### src/rtl/fp_lsu_if.sv
// Bundles the FP register-file request channel, the DCCM port and the
// writeback/status outputs of the FP load/store unit.
interface fp_lsu_if;
  logic        req_valid_i;
  logic        req_ready_o;
  logic        req_store_i;
  logic [31:0] req_addr_i;
  logic [31:0] req_wdata_i;
  logic [4:0]  req_frd_i;

  logic        dccm_req_o;
  logic        dccm_we_o;
  logic [31:0] dccm_addr_o;
  logic [31:0] dccm_wdata_o;
  logic        dccm_gnt_i;
  logic        dccm_rvalid_i;
  logic [31:0] dccm_rdata_i;

  logic        fp_load_en_o;
  logic [4:0]  frd_load_o;
  logic [31:0] load_data_o;
  logic        misaligned_o;
  logic        timeout_o;
  logic        busy_o;

  // The LSU itself is the slave: it receives requests and drives the DCCM port.
  modport slave (
    input  req_valid_i, req_store_i, req_addr_i, req_wdata_i, req_frd_i,
    input  dccm_gnt_i, dccm_rvalid_i, dccm_rdata_i,
    output req_ready_o, dccm_req_o, dccm_we_o, dccm_addr_o, dccm_wdata_o,
    output fp_load_en_o, frd_load_o, load_data_o, misaligned_o, timeout_o, busy_o
  );

  modport master (
    output req_valid_i, req_store_i, req_addr_i, req_wdata_i, req_frd_i,
    output dccm_gnt_i, dccm_rvalid_i, dccm_rdata_i,
    input  req_ready_o, dccm_req_o, dccm_we_o, dccm_addr_o, dccm_wdata_o,
    input  fp_load_en_o, frd_load_o, load_data_o, misaligned_o, timeout_o, busy_o
  );
endinterface

### src/rtl/fp_lsu.sv
// FP load/store unit: one FLW/FSW in flight, single-word DCCM access with
// alignment check, read-data timeout and a one-cycle FP register writeback.
module fp_lsu #(
  parameter int unsigned TIMEOUT_CYCLES = 16
) (
  input  logic    clk_i,
  input  logic    rst_i,
  fp_lsu_if.slave bus
);

  typedef enum logic [2:0] {IDLE, REQ, WAIT_R, WB, ERR} state_t;

  localparam logic [7:0] CNT_LAST = 8'(TIMEOUT_CYCLES - 1);

  state_t      state;
  logic [7:0]  cnt;
  logic        store_q;
  logic [31:0] addr_q;
  logic [31:0] wdata_q;
  logic [4:0]  frd_q;
  logic [31:0] rdata_q;
  logic        load_en_q;
  logic        mis_q;
  logic        tmo_q;

  // NOTE: all state uses non-blocking assignments so every branch below sees
  // the pre-edge values; mixing blocking here would create order-dependent logic.
  always_ff @(posedge clk_i) begin
    if (rst_i) begin
      state     <= IDLE;
      cnt       <= '0;
      // NOTE: the captured request/response registers are plain flops, not a
      // memory, so they are cleared here and outputs driven from them read 0.
      store_q   <= 1'b0;
      addr_q    <= '0;
      wdata_q   <= '0;
      frd_q     <= '0;
      rdata_q   <= '0;
      load_en_q <= 1'b0;
      mis_q     <= 1'b0;
      tmo_q     <= 1'b0;
    end else begin
      load_en_q <= 1'b0;
      mis_q     <= 1'b0;
      tmo_q     <= 1'b0;
      unique case (state)
        IDLE: begin
          if (bus.req_valid_i) begin
            store_q <= bus.req_store_i;
            addr_q  <= {bus.req_addr_i[31:2], 2'b00};
            wdata_q <= bus.req_wdata_i;
            frd_q   <= bus.req_frd_i;
            if (bus.req_addr_i[1:0] != 2'b00) begin
              state <= ERR;
              mis_q <= 1'b1;
            end else begin
              state <= REQ;
            end
          end
        end
        REQ: begin
          if (bus.dccm_gnt_i) begin
            if (store_q) begin
              state <= IDLE;
            end else if (bus.dccm_rvalid_i) begin
              rdata_q   <= bus.dccm_rdata_i;
              load_en_q <= 1'b1;
              state     <= WB;
            end else begin
              cnt   <= '0;
              state <= WAIT_R;
            end
          end
        end
        WAIT_R: begin
          if (bus.dccm_rvalid_i) begin
            rdata_q   <= bus.dccm_rdata_i;
            load_en_q <= 1'b1;
            state     <= WB;
          end else if (cnt == CNT_LAST) begin
            tmo_q <= 1'b1;
            state <= IDLE;
          end else begin
            cnt <= cnt + 8'd1;
          end
        end
        WB:      state <= IDLE;
        ERR:     state <= IDLE;
        default: state <= IDLE;
      endcase
    end
  end

  assign bus.req_ready_o  = (state == IDLE);
  assign bus.busy_o       = (state != IDLE);
  assign bus.dccm_req_o   = (state == REQ);
  assign bus.dccm_we_o    = (state == REQ) && store_q;
  assign bus.dccm_addr_o  = addr_q;
  assign bus.dccm_wdata_o = wdata_q;
  assign bus.fp_load_en_o = load_en_q;
  assign bus.frd_load_o   = frd_q;
  assign bus.load_data_o  = rdata_q;
  assign bus.misaligned_o = mis_q;
  assign bus.timeout_o    = tmo_q;

endmodule

### src/flat_wrapper.sv
// flat-port wrapper written by rule: the top's interface ports become plain ports
module fp_lsu_flat 
#(
  parameter int unsigned TIMEOUT_CYCLES = 16
)
  (clk_i, rst_i, bus_req_valid_i, bus_req_store_i, bus_req_addr_i, bus_req_wdata_i, bus_req_frd_i, bus_dccm_gnt_i, bus_dccm_rvalid_i, bus_dccm_rdata_i, bus_req_ready_o, bus_dccm_req_o, bus_dccm_we_o, bus_dccm_addr_o, bus_dccm_wdata_o, bus_fp_load_en_o, bus_frd_load_o, bus_load_data_o, bus_misaligned_o, bus_timeout_o, bus_busy_o);
  fp_lsu_if bus_i ();
  input  logic clk_i;
  input  logic rst_i;
  input wire logic [$bits(bus_i.req_valid_i)-1:0] bus_req_valid_i;
  input wire logic [$bits(bus_i.req_store_i)-1:0] bus_req_store_i;
  input wire logic [$bits(bus_i.req_addr_i)-1:0] bus_req_addr_i;
  input wire logic [$bits(bus_i.req_wdata_i)-1:0] bus_req_wdata_i;
  input wire logic [$bits(bus_i.req_frd_i)-1:0] bus_req_frd_i;
  input wire logic [$bits(bus_i.dccm_gnt_i)-1:0] bus_dccm_gnt_i;
  input wire logic [$bits(bus_i.dccm_rvalid_i)-1:0] bus_dccm_rvalid_i;
  input wire logic [$bits(bus_i.dccm_rdata_i)-1:0] bus_dccm_rdata_i;
  output wire logic [$bits(bus_i.req_ready_o)-1:0] bus_req_ready_o;
  output wire logic [$bits(bus_i.dccm_req_o)-1:0] bus_dccm_req_o;
  output wire logic [$bits(bus_i.dccm_we_o)-1:0] bus_dccm_we_o;
  output wire logic [$bits(bus_i.dccm_addr_o)-1:0] bus_dccm_addr_o;
  output wire logic [$bits(bus_i.dccm_wdata_o)-1:0] bus_dccm_wdata_o;
  output wire logic [$bits(bus_i.fp_load_en_o)-1:0] bus_fp_load_en_o;
  output wire logic [$bits(bus_i.frd_load_o)-1:0] bus_frd_load_o;
  output wire logic [$bits(bus_i.load_data_o)-1:0] bus_load_data_o;
  output wire logic [$bits(bus_i.misaligned_o)-1:0] bus_misaligned_o;
  output wire logic [$bits(bus_i.timeout_o)-1:0] bus_timeout_o;
  output wire logic [$bits(bus_i.busy_o)-1:0] bus_busy_o;
  assign bus_i.req_valid_i = bus_req_valid_i;
  assign bus_i.req_store_i = bus_req_store_i;
  assign bus_i.req_addr_i = bus_req_addr_i;
  assign bus_i.req_wdata_i = bus_req_wdata_i;
  assign bus_i.req_frd_i = bus_req_frd_i;
  assign bus_i.dccm_gnt_i = bus_dccm_gnt_i;
  assign bus_i.dccm_rvalid_i = bus_dccm_rvalid_i;
  assign bus_i.dccm_rdata_i = bus_dccm_rdata_i;
  assign bus_req_ready_o = bus_i.req_ready_o;
  assign bus_dccm_req_o = bus_i.dccm_req_o;
  assign bus_dccm_we_o = bus_i.dccm_we_o;
  assign bus_dccm_addr_o = bus_i.dccm_addr_o;
  assign bus_dccm_wdata_o = bus_i.dccm_wdata_o;
  assign bus_fp_load_en_o = bus_i.fp_load_en_o;
  assign bus_frd_load_o = bus_i.frd_load_o;
  assign bus_load_data_o = bus_i.load_data_o;
  assign bus_misaligned_o = bus_i.misaligned_o;
  assign bus_timeout_o = bus_i.timeout_o;
  assign bus_busy_o = bus_i.busy_o;
  fp_lsu #(.TIMEOUT_CYCLES(TIMEOUT_CYCLES)) u_core (.clk_i(clk_i), .rst_i(rst_i), .bus(bus_i));
endmodule
### config.mk
export PLATFORM = sky130hd
export DESIGN_NAME = fp_lsu_flat
export DESIGN_NICKNAME = d
export VERILOG_FILES = /design/src/rtl/fp_lsu_if.sv /design/src/rtl/fp_lsu.sv /design/src/flat_wrapper.sv
export SDC_FILE = /design/constraint.sdc
export NUM_CORES = 1
export LEC_CHECK = 0
export BUFFER_PORTS_ARGS = -buffer_cell sky130_fd_sc_hd__buf_2
export CAP_MARGIN = 0
export CELL_PAD_IN_SITES_DETAIL_PLACEMENT = 0
export CELL_PAD_IN_SITES_GLOBAL_PLACEMENT = 2
export CORE_MARGIN = 3
export CORE_UTILIZATION = 25
export CTS_BUF_LIST = sky130_fd_sc_hd__clkbuf_4
export DETAILED_ROUTE_END_ITERATION = 16
export GPL_TIMING_DRIVEN = 0
export MAX_ROUTING_LAYER = met4
export PLACE_DENSITY_LB_ADDON = 0.1
export SKIP_CTS_REPAIR_TIMING = 1
export SLEW_MARGIN = 5
export SYNTH_ARGS = -nofsm -noshare
export SYNTH_HDL_FRONTEND = slang
export SYNTH_SLANG_ARGS = --single-unit
### constraint.sdc
create_clock -name clk_i -period 2.2 [get_ports clk_i]
set_input_delay 0.22 -clock clk_i [delete_from_list [all_inputs] [get_ports clk_i]]
set_output_delay 0.22 -clock clk_i [all_outputs]
set_load 0.02 [all_outputs]
# Word level (Yosys, flattened, before mapping)

Cells that the tools add are included.

Word-level logic and storage cells: 59
Register bits after elaboration: 114
Output and inout bits: 108
Bits of input ports: 107

Add/subtract/negate cells: 1
Reduce and logical (&&, ||, !) cells: 11
Equal/unequal tests: 10
Bitwise logic cells: 3
Muxes and demuxes: 24

Operators by type and width:

| operator                                                        | count |
|---|---|
| 32-bit two-way mux                                              | 3 |
| 32-bit one-hot mux with 2 select lines                          | 1 |
| 8-bit two-way mux                                               | 5 |
| 3-bit two-way mux                                               | 6 |
| 8-bit one-hot mux with 2 select lines                           | 1 |
| 2-bit != test, second input constant                            | 6 |
| 3-bit one-hot mux with 3 select lines                           | 1 |
| 8-bit by 1-bit adder with 8-bit output, second input constant   | 1 |
| 8-bit by 4-bit == test with 1-bit output, second input constant | 1 |
| 1-bit two-way mux                                               | 6 |
| 3-bit AND reduction                                             | 2 |
| 6-bit AND reduction                                             | 1 |
| 3-bit OR reduction                                              | 2 |
| 2-bit nonzero test                                              | 2 |
| 3-bit by 1-bit == test with 1-bit output, second input constant | 1 |
| 3-bit by 2-bit == test with 1-bit output, second input constant | 1 |
| 3-bit zero test                                                 | 1 |
| 3-bit by 2-bit != test with 1-bit output, second input constant | 1 |
| 1-bit NOT                                                       | 3 |
| 3-bit nonzero test                                              | 1 |
| 1-bit one-hot mux with 2 select lines                           | 1 |
| 2-bit AND reduction                                             | 1 |
| 1-bit logical AND                                               | 1 |

# Depth between registers and ports, before layout

Gate-level depths: netlist (run 1).

Depth in word-level cells: 4
Mapped depth: 8
Depth with buffers taken out: 5

# Worst setup path before layout (run 1)

Ideal clock, no wire load.

Kind: flip-flop to flip-flop
Start point: register u_core.state[2]
End point: register u_core.addr_q[28] (netlist: u_core.bus.dccm_addr_o[28])
Setup slack: 0.319 ns
Path buffers: 4
Arrival time: 1.811 ns
Library setup time: 0.070 ns
Cell stages (with the launch flop): 9
Data required time: 2.130 ns
Clock period less this slack: 1.881 ns
Path through: dfxtp_1 > buf_6 > nor3_1 > and2_1 > buf_2 > buf_4 > buf_4 > nand2_1 > a21oi_1

Longest elaborated chain between the ends: 2

RTL lines:

| item                                 | line               | source |
|---|---|---|
| from (decl)                          | fp_lsu.sv:15       | `state_t state;` |
| from (signal assigned)               | fp_lsu.sv:30       | `state <= IDLE;` |
| from (signal assigned)               | fp_lsu.sv:54       | `state <= ERR;` |
| from (signal assigned)               | fp_lsu.sv:57       | `state <= REQ;` |
| 3-bit zero test                      | -                  |  |
| via bus_req_ready_o                  | flat_wrapper.sv:18 | `output wire logic [$bits(bus_i.req_ready_o)-1:0] bus_req_ready_o;` |
| 2-bit AND reduction (no source line) | -                  |  |
| to (signal assigned)                 | fp_lsu.sv:50       | `addr_q <= {bus.req_addr_i[31:2], 2'b00};` |
| to (decl)                            | fp_lsu.sv:18       | `logic [31:0] addr_q;` |

The timed path passes the listed nets, and every way through them passes these cells.
A chain may end at the register's enable or synchronous reset.

# Worst setup path after layout (run 1)

Start point: register u_core.state[1]
End point: output bus_dccm_we_o

Longest elaborated chain between the ends: 2

RTL lines:

| item                                     | line               | source |
|---|---|---|
| 3-bit by 1-bit == test with 1-bit output | fp_lsu.sv:97       | `assign bus.dccm_we_o = (state == REQ) && store_q;` |
| 1-bit logical AND                        | fp_lsu.sv:97       |  |
| to (decl)                                | flat_wrapper.sv:20 | `output wire logic [$bits(bus_i.dccm_we_o)-1:0] bus_dccm_we_o;` |

No other way between the ends.

==> results of run 1 <==
## final timing paths
path	depth (start not counted)	to	slack, ns
setup / recovery	5	bus_dccm_we_o	0.36
hold / removal	3	u_core.cnt[2]$_SDFFE_PP0P_	0.14
setup reg to reg	6	u_core.bus.load_data_o[24]$_SDFFE_PP0P_	0.43
hold reg to reg	2	u_core.bus.dccm_addr_o[7]$_SDFFE_PP0P_	0.46
## placed cells by master, fill, tap and decap left out, types with 4 or more instances in the layout
cell           Yosys  layout
clkbuf_1          22      22
o21ai_0            4       4
nor3_1             9       9
a21oi_1           73      73
dfxtp_1          114     114
dlygate4sd3_1      0     103
nor2_1            42      42
buf_2              6     217
nand2_1          146     146
bufinv_16          0       4
mux2i_1           32      32
o211ai_1           5       5
inv_1              6       6
clkbuf_4           0      18
buf_4              8       8
clkinv_2           0       4
## power by group through the flow
stage | Sequential [mW] | Combinational (mW) | Clock, mW
3_5_place_dp | 2.25 | 0.655 | 0
3_3_place_gp | 2.25 | 0.648 | 0
4_1_cts | 2.21 | 0.656 | 1.78
2_1_floorplan | 2.37 | 0.255 | 0
6_report | 2.21 | 0.787 | 1.70
5_1_grt | 2.22 | 0.872 | 1.86
## area by class of cell
class	count	area, um^2
sequential	114	2280
fill	1722	9700
inverter	6	22.5
timing repair buffer	314	2090
clock buffer	18	135
antenna	2	5.00
clock inverter	13	168
buffer	37	184
tap	220	275
multi-input combinational	350	1780
## logic make-up after synthesis
group	count (synthesis)	synth area share (%)
DFF	114	53.5
AOI/OAI and AO/OA	94	12.2
adders and majority gates	1	0.293
other	1	0.0879
buffers and inverters	43	4.84
and+or+nand+nor	221	21.6
muxes	32	7.51
## tightest hold or removal path, cell delays in order
cell and delay [ns]:
buf_2 0.12, and3b_1 0.20, a211o_1 0.09
## state kept, by name, indices dropped and copies added (netlist names), 3 cells and up
register and flops:
u_core.bus.dccm_addr_o 30, u_core.bus.dccm_wdata_o 32, u_core.bus.frd_load_o 5, u_core.bus.load_data_o 32, u_core.cnt 8, u_core.state 3
## through the flow
stage	hold slack, ns	power [mW]	area [um^2]	utilization [%]
2_1_floorplan	0.356	2.62	4270	-
3_3_place_gp	0.440	2.90	5600	33.7
3_5_place_dp	0.445	2.91	5600	33.7
4_1_cts	-0.148	4.64	5910	35.5
5_1_grt	0.111	4.95	6940	41.7
6_report	0.137	4.69	6940	41.7
## layer usage
layer | part of all wire (%) | GRT usage [%] | wire [um] | vias to the layer above
li1 | - | - | - | 2340
met1 | 44 | 17.7 | 6180 | 2039
met2 | 47 | 21.5 | 6500 | 157
met3 | 7.4 | 5.40 | 1040 | 21
met4 | 1.8 | 7.45 | 257 | 0
met5 | 0 | - | 0 | -
==> impl_metrics.csv, run 1 <==
group,metric,value,unit
outcome,status,"finished clean",
synth,netlist_area,4270,um^2
detailed_routing,vias,4557,
sta,clock_skew,0.00708,ns
cells_and_area,area_growth,62.7,%
synth,synth-async-reset-ratio,0,%
synth,synth_flop_cell,"dfxtp_1",
synth,seq_area_frac_synth,53.5,%
critical_path,cp-start-kind,"register",
power_and_ir_drop,p_sw,1.28,mW
power_and_ir_drop,comb_power_share,16.8,%
clocking,path_clk_slew,0.10,ns
floorplanning,initial_utilization,25.6,%
floorplanning,die_h,137,um
detailed_routing,vias_per_cell,4.24,
critical_path,critical_path_class,"register to primary output",
clocking,cts_tree,"done",
power_and_ir_drop,internal_power,3.41,mW
critical_path,critPathMaxFanout,10,
cells_and_area,drive_above_1_share,30.4,%
critical_path,worstPathCellList,"buf_2 > nand2b_1 > nor2_1 > and2_1 > buf_2",
sta,max_freq,544,MHz
clocking,clock-sinks,114,
clocking,htree_levels,4,
synth,synth-edff-count,0,
sta,maxSlewViolCount,0,
sta,finalHoldViolCount,0,
synth,netlist.area_leader.share,53.5,%
critical_path,cp_slowest_cell,"dfxtp_1",
synth,synth_common_cells,"nand2_1, dfxtp_1, a21oi_1",
sta,slew_headroom,54.3,%
cells_and_area,finalNonFillerCells,1074,
placed_design,port_buffers,211,
power_and_ir_drop,p_per_area,676,nW/um^2
critical_path,crit_family,"simple AND/OR/NAND/NOR gates",
sta,setup_viol,0,
power_and_ir_drop,p_clk_share,36.2,%
critical_path,cp_slowest_stage_delay,0.31,ns
power_and_ir_drop,swShare,27.3,%
critical_path,r2r-start,"u_core.state[1]$_SDFFE_PP0P_",
synth,synth_area_leaders,"dfxtp_1, nand2_1, a21oi_1, mux2i_1, nor2_1",
critical_path,cp.buffers_inverters,2,
detailed_routing,first_pass_iters,6,
synth,yosysTopAreaCell,"dfxtp_1",
global_route,grt_pass1_vias,4086,
global_route,grt_max_degree,17,
synth,yosysMostFrequentCell,"nand2_1",
synth,ys_types,43,
detailed_routing,antenna_left,0,
power_and_ir_drop,p_seq_share,47.0,%
detailed_routing,wl_per_cell,13.0,um
floorplanning,fp.coreArea,16600,um^2
power_and_ir_drop,p_leak,3.42,nW
floorplanning,die-area,18700,um^2
sta,setup-tns-final,0,ns
synth,ys_seq_elements,114,
placed_design,hpwl,10200,um
sta,period_needed,1.84,ns
power_and_ir_drop,ir_worst_vdd,0.000341,V
floorplanning,die_w,137,um
clocking,numCtsBuffers,17,
synth,avgSynthCellArea,8.43,um^2
clocking,insertion_delay,0.51,ns
sta,final.setup.worst_slack,0.361,ns
floorplanning,row_count,47,
critical_path,crit_top_cell,"buf_2",
global_route,grt.total_usage,14.7,%
hold_path,hold_path_class,"input port to register",
synth,yosys_warnings,0,
floorplanning,io_pins,215,
global_route,overflow,0,
global_route,antenna_found_initial,2,
critical_path,crit_start,"u_core.state[1]$_SDFFE_PP0P_",
clocking,cts_root_buffer,"clkbuf_4",
placed_design,gp_congestion,0.754,
sta,worst_pin_slew,0.685,ns
detailed_routing,drc,0,
hold_path,min-delay-start,"rst_i",
sta,grt_setup_unrepaired,"no",
placed_design,dp_cells,938,
detailed_routing,drt_wl_total,14000,um
placed_design,place_ws,0.375,ns
global_route,grt_pass1_wl,20400,um
cells_and_area,final_nets,948,
critical_path,cp_data_arrival_time,1.62,ns
job,max_cap_violations,0,
synth,synthCells,506,
detailed_routing,drt_iter0_drc,164,
sta,final.period_utilization,83.6,%
critical_path,cp_data_required_time,1.98,ns
critical_path,cp-end-kind,"primary output",
clocking,clockBufferDepth,2,
(Power assumes the default switching activity.)
==> inputs of run 2 (changes only) <==
--- a/config.mk
+++ b/config.mk
@@ -5,12 +5,13 @@
 export SDC_FILE = /design/constraint.sdc
 export NUM_CORES = 1
 export LEC_CHECK = 0
+export ABC_AREA = 1
 export BUFFER_PORTS_ARGS = -buffer_cell sky130_fd_sc_hd__buf_2
 export CAP_MARGIN = 0
 export CELL_PAD_IN_SITES_DETAIL_PLACEMENT = 0
 export CELL_PAD_IN_SITES_GLOBAL_PLACEMENT = 2
 export CORE_MARGIN = 3
-export CORE_UTILIZATION = 25
+export CORE_UTILIZATION = 22
 export CTS_BUF_LIST = sky130_fd_sc_hd__clkbuf_4
 export DETAILED_ROUTE_END_ITERATION = 16
 export GPL_TIMING_DRIVEN = 0
==> constraint.sdc (replaced) <==
create_clock -name clk_i -period 1.6 [get_ports clk_i]
set_input_delay 0.16 -clock clk_i [delete_from_list [all_inputs] [get_ports clk_i]]
set_output_delay 0.16 -clock clk_i [all_outputs]
set_load 0.02 [all_outputs]
==> run 2 against run 1 <==
Net effect: combinational power is 89% higher; wire length grew 20%; clock power is 38% higher; critical path type unchanged; largest cell class is now buffers; largest power group unchanged.
==> impl_metrics.csv, run 2 <==
group,metric,value,unit
critical_path,cp-start-kind,"register",
cells_and_area,drive_above_1_share,31.7,%
critical_path,critPathMaxFanout,6,
clocking,numCtsBuffers,17,
synth,synth-edff-count,0,
detailed_routing,antenna_left,0,
critical_path,critical_path_class,"register to primary output",
critical_path,cp_data_required_time,1.44,ns
detailed_routing,drc,0,
cells_and_area,final_nets,1029,
global_route,grt_pass1_vias,4669,
placed_design,gp_congestion,0.750,
cells_and_area,seqCellArea,2290,um^2
synth,synth-async-reset-ratio,0,%
placed_design,placed_cell_area,5760,um^2
synth,seq_area_frac_synth,52.2,%
clocking,htree_levels,4,
clocking,cts_tree,"done",
sta,maxSlewViolCount,0,
synth,synth_area_leaders,"dfxtp_1, nand3_1, nand2_1, a21oi_1, nor2_1",
sta,slew_headroom,51.8,%
synth,netlist_area,4380,um^2
power_and_ir_drop,p_clk_share,33.6,%
sta,max_freq,628,MHz
power_and_ir_drop,p_sw,2.18,mW
placed_design,hpwl,12100,um
power_and_ir_drop,p_per_area,956,nW/um^2
critical_path,r2r_cells,9,
cells_and_area,utilization,38.0,%
outcome,status,"finished clean",
floorplanning,fp.coreArea,19100,um^2
synth,synthCells,579,
power_and_ir_drop,swShare,31.4,%
clocking,path_clk_slew,0.11,ns
detailed_routing,vias_per_cell,4.25,
power_and_ir_drop,ir_worst_vdd,0.000363,V
detailed_routing,drt_iter0_drc,177,
sta,grt_setup_unrepaired,"yes",
hold_path,min_path_cells,6,
clocking,clock-sinks,114,
detailed_routing,wl_per_cell,14.1,um
critical_path,cp-end-kind,"primary output",
clocking,insertion_delay,0.52,ns
detailed_routing,drt_wl_total,16800,um
synth,yosys_warnings,0,
cells_and_area,fill_cells,2135,
floorplanning,io_pins,215,
sta,setup_viol,0,
cells_and_area,mostFrequentLayoutCells,"buf_2, dfxtp_1, dlygate4sd3_1",
detailed_routing,first_pass_iters,4,
global_route,overflow,0,
power_and_ir_drop,internal_power,4.76,mW
floorplanning,die_h,147,um
cells_and_area,final_cell_area,7270,um^2
sta,finalHoldViolCount,0,
critical_path,cp_data_arrival_time,1.43,ns
synth,synth_common_cells,"dfxtp_1, nand2_1, nor2_1",
cells_and_area,multi_input_area,1820,um^2
synth,yosysMostFrequentCell,"dfxtp_1",
global_route,antenna_found_initial,1,
critical_path,regToRegSetupSlack,0.12,ns
hold_path,hold_path_class,"input port to register",
placed_design,port_buffers,210,
sta,worst_pin_slew,0.722,ns
sta,final.setup.worst_slack,0.00690,ns
power_and_ir_drop,comb_power_share,21.5,%
clocking,cts_root_buffer,"clkbuf_4",
cells_and_area,final_common_cell,"buf_2",
detailed_routing,vias,5083,
synth,ys_types,26,
sta,clock_skew,0.0148,ns
floorplanning,initial_utilization,22.9,%
sta,final.period_utilization,99.6,%
synth,synth_flop_cell,"dfxtp_1",
synth,yosysTopAreaCell,"dfxtp_1",
floorplanning,row_count,50,
floorplanning,die_w,147,um
synth,netlist.area_leader.share,52.2,%
global_route,grt_pass1_wl,25200,um
global_route,grt_max_degree,17,
power_and_ir_drop,p_seq_share,44.9,%
placed_design,place_ws,-0.189,ns
synth,ys_seq_elements,114,
job,max_cap_violations,0,
clocking,clockBufferDepth,2,
floorplanning,die-area,21600,um^2
synth,avgSynthCellArea,7.56,um^2
sta,period_needed,1.59,ns
cells_and_area,area_growth,66.1,%
global_route,grt.total_usage,15.2,%
power_and_ir_drop,p_leak,3.33,nW
-- run 2: cell families (layout without fill, tap and decap cells) --
family / after synthesis / after routing / synth area share [%]
AO/OA/AOI/OAI: 111 / 111 / 12.8
adder cells (fa/ha/maj): 1 / 1 / 0.286
buffers and inverters: 67 / 421 / 7.01
flip-flops: 114 / 114 / 52.2
other: 1 / 3 / 0.0857
AND/OR/NAND/NOR: 285 / 285 / 27.7
-- run 2: cell type report --
type,count,share of cell area [%]
sequential,114,31.5
timing repair buffer,322,29.7
multi-input combinational,399,25.0
tap,260,4.48
buffer,45,3.72
clock inverter,15,2.51
clock buffer,17,1.76
inverter,22,1.27
antenna,1,0.0344
-- run 2: path summary, 6_finish.rpt --
check | from | end
setup / recovery | u_core.state[0]$_SDFFE_PP0P_ | bus_req_ready_o
hold / removal | bus_req_addr_i[0] | u_core.state[0]$_SDFFE_PP0P_
setup reg to reg | u_core.state[0]$_SDFFE_PP0P_ | u_core.bus.load_data_o[25]$_SDFFE_PP0P_
hold reg to reg | u_core.bus.dccm_wdata_o[0]$_SDFFE_PP0P_ | u_core.bus.dccm_wdata_o[0]$_SDFFE_PP0P_
-- run 2: power groups by stage --
stage               clock network, mW  logic [mW]  registers, mW
floorplan                           0       0.520           3.38
global placement                    0        1.24           3.17
detailed placement                  0        1.25           3.18
CTS                              2.46        1.25           3.11
global route                     2.56        1.65           3.14
finish                           2.34        1.49           3.12
-- run 2: worst max-delay path, stage by stage (launching register included) --
cell and delay (ns):
dfxtp_4 0.38, nor2_4 0.16, nand2_4 0.09, inv_6 0.07, buf_8 0.11, buf_6 0.11
-- run 2: metrics by stage --
stage | setup TNS (ns) | hold slack [ns] | power, mW | std cells
after detailed placement | -3.82 | 0.407 | 4.42 | 1050
after CTS | -0.473 | -0.189 | 6.83 | 1082
final | 0 | 0.0868 | 6.95 | 1195
after global placement | -2.08 | 0.396 | 4.41 | 1050
after floorplan | 0 | 0.236 | 3.90 | 580
after global routing | -0.255 | 0.0475 | 7.35 | 1195
-- run 2: metal layers --
| layer | track usage [%] | routed length [um] | vias up |
|---|---|---|---|
| met5 | - | 0 | - |
| met4 | 4.05 | 131 | 0 |
| met3 | 5.98 | 1190 | 11 |
| met2 | 24.0 | 8110 | 174 |
| met1 | 18.2 | 7380 | 2310 |
| li1 | - | - | 2588 |
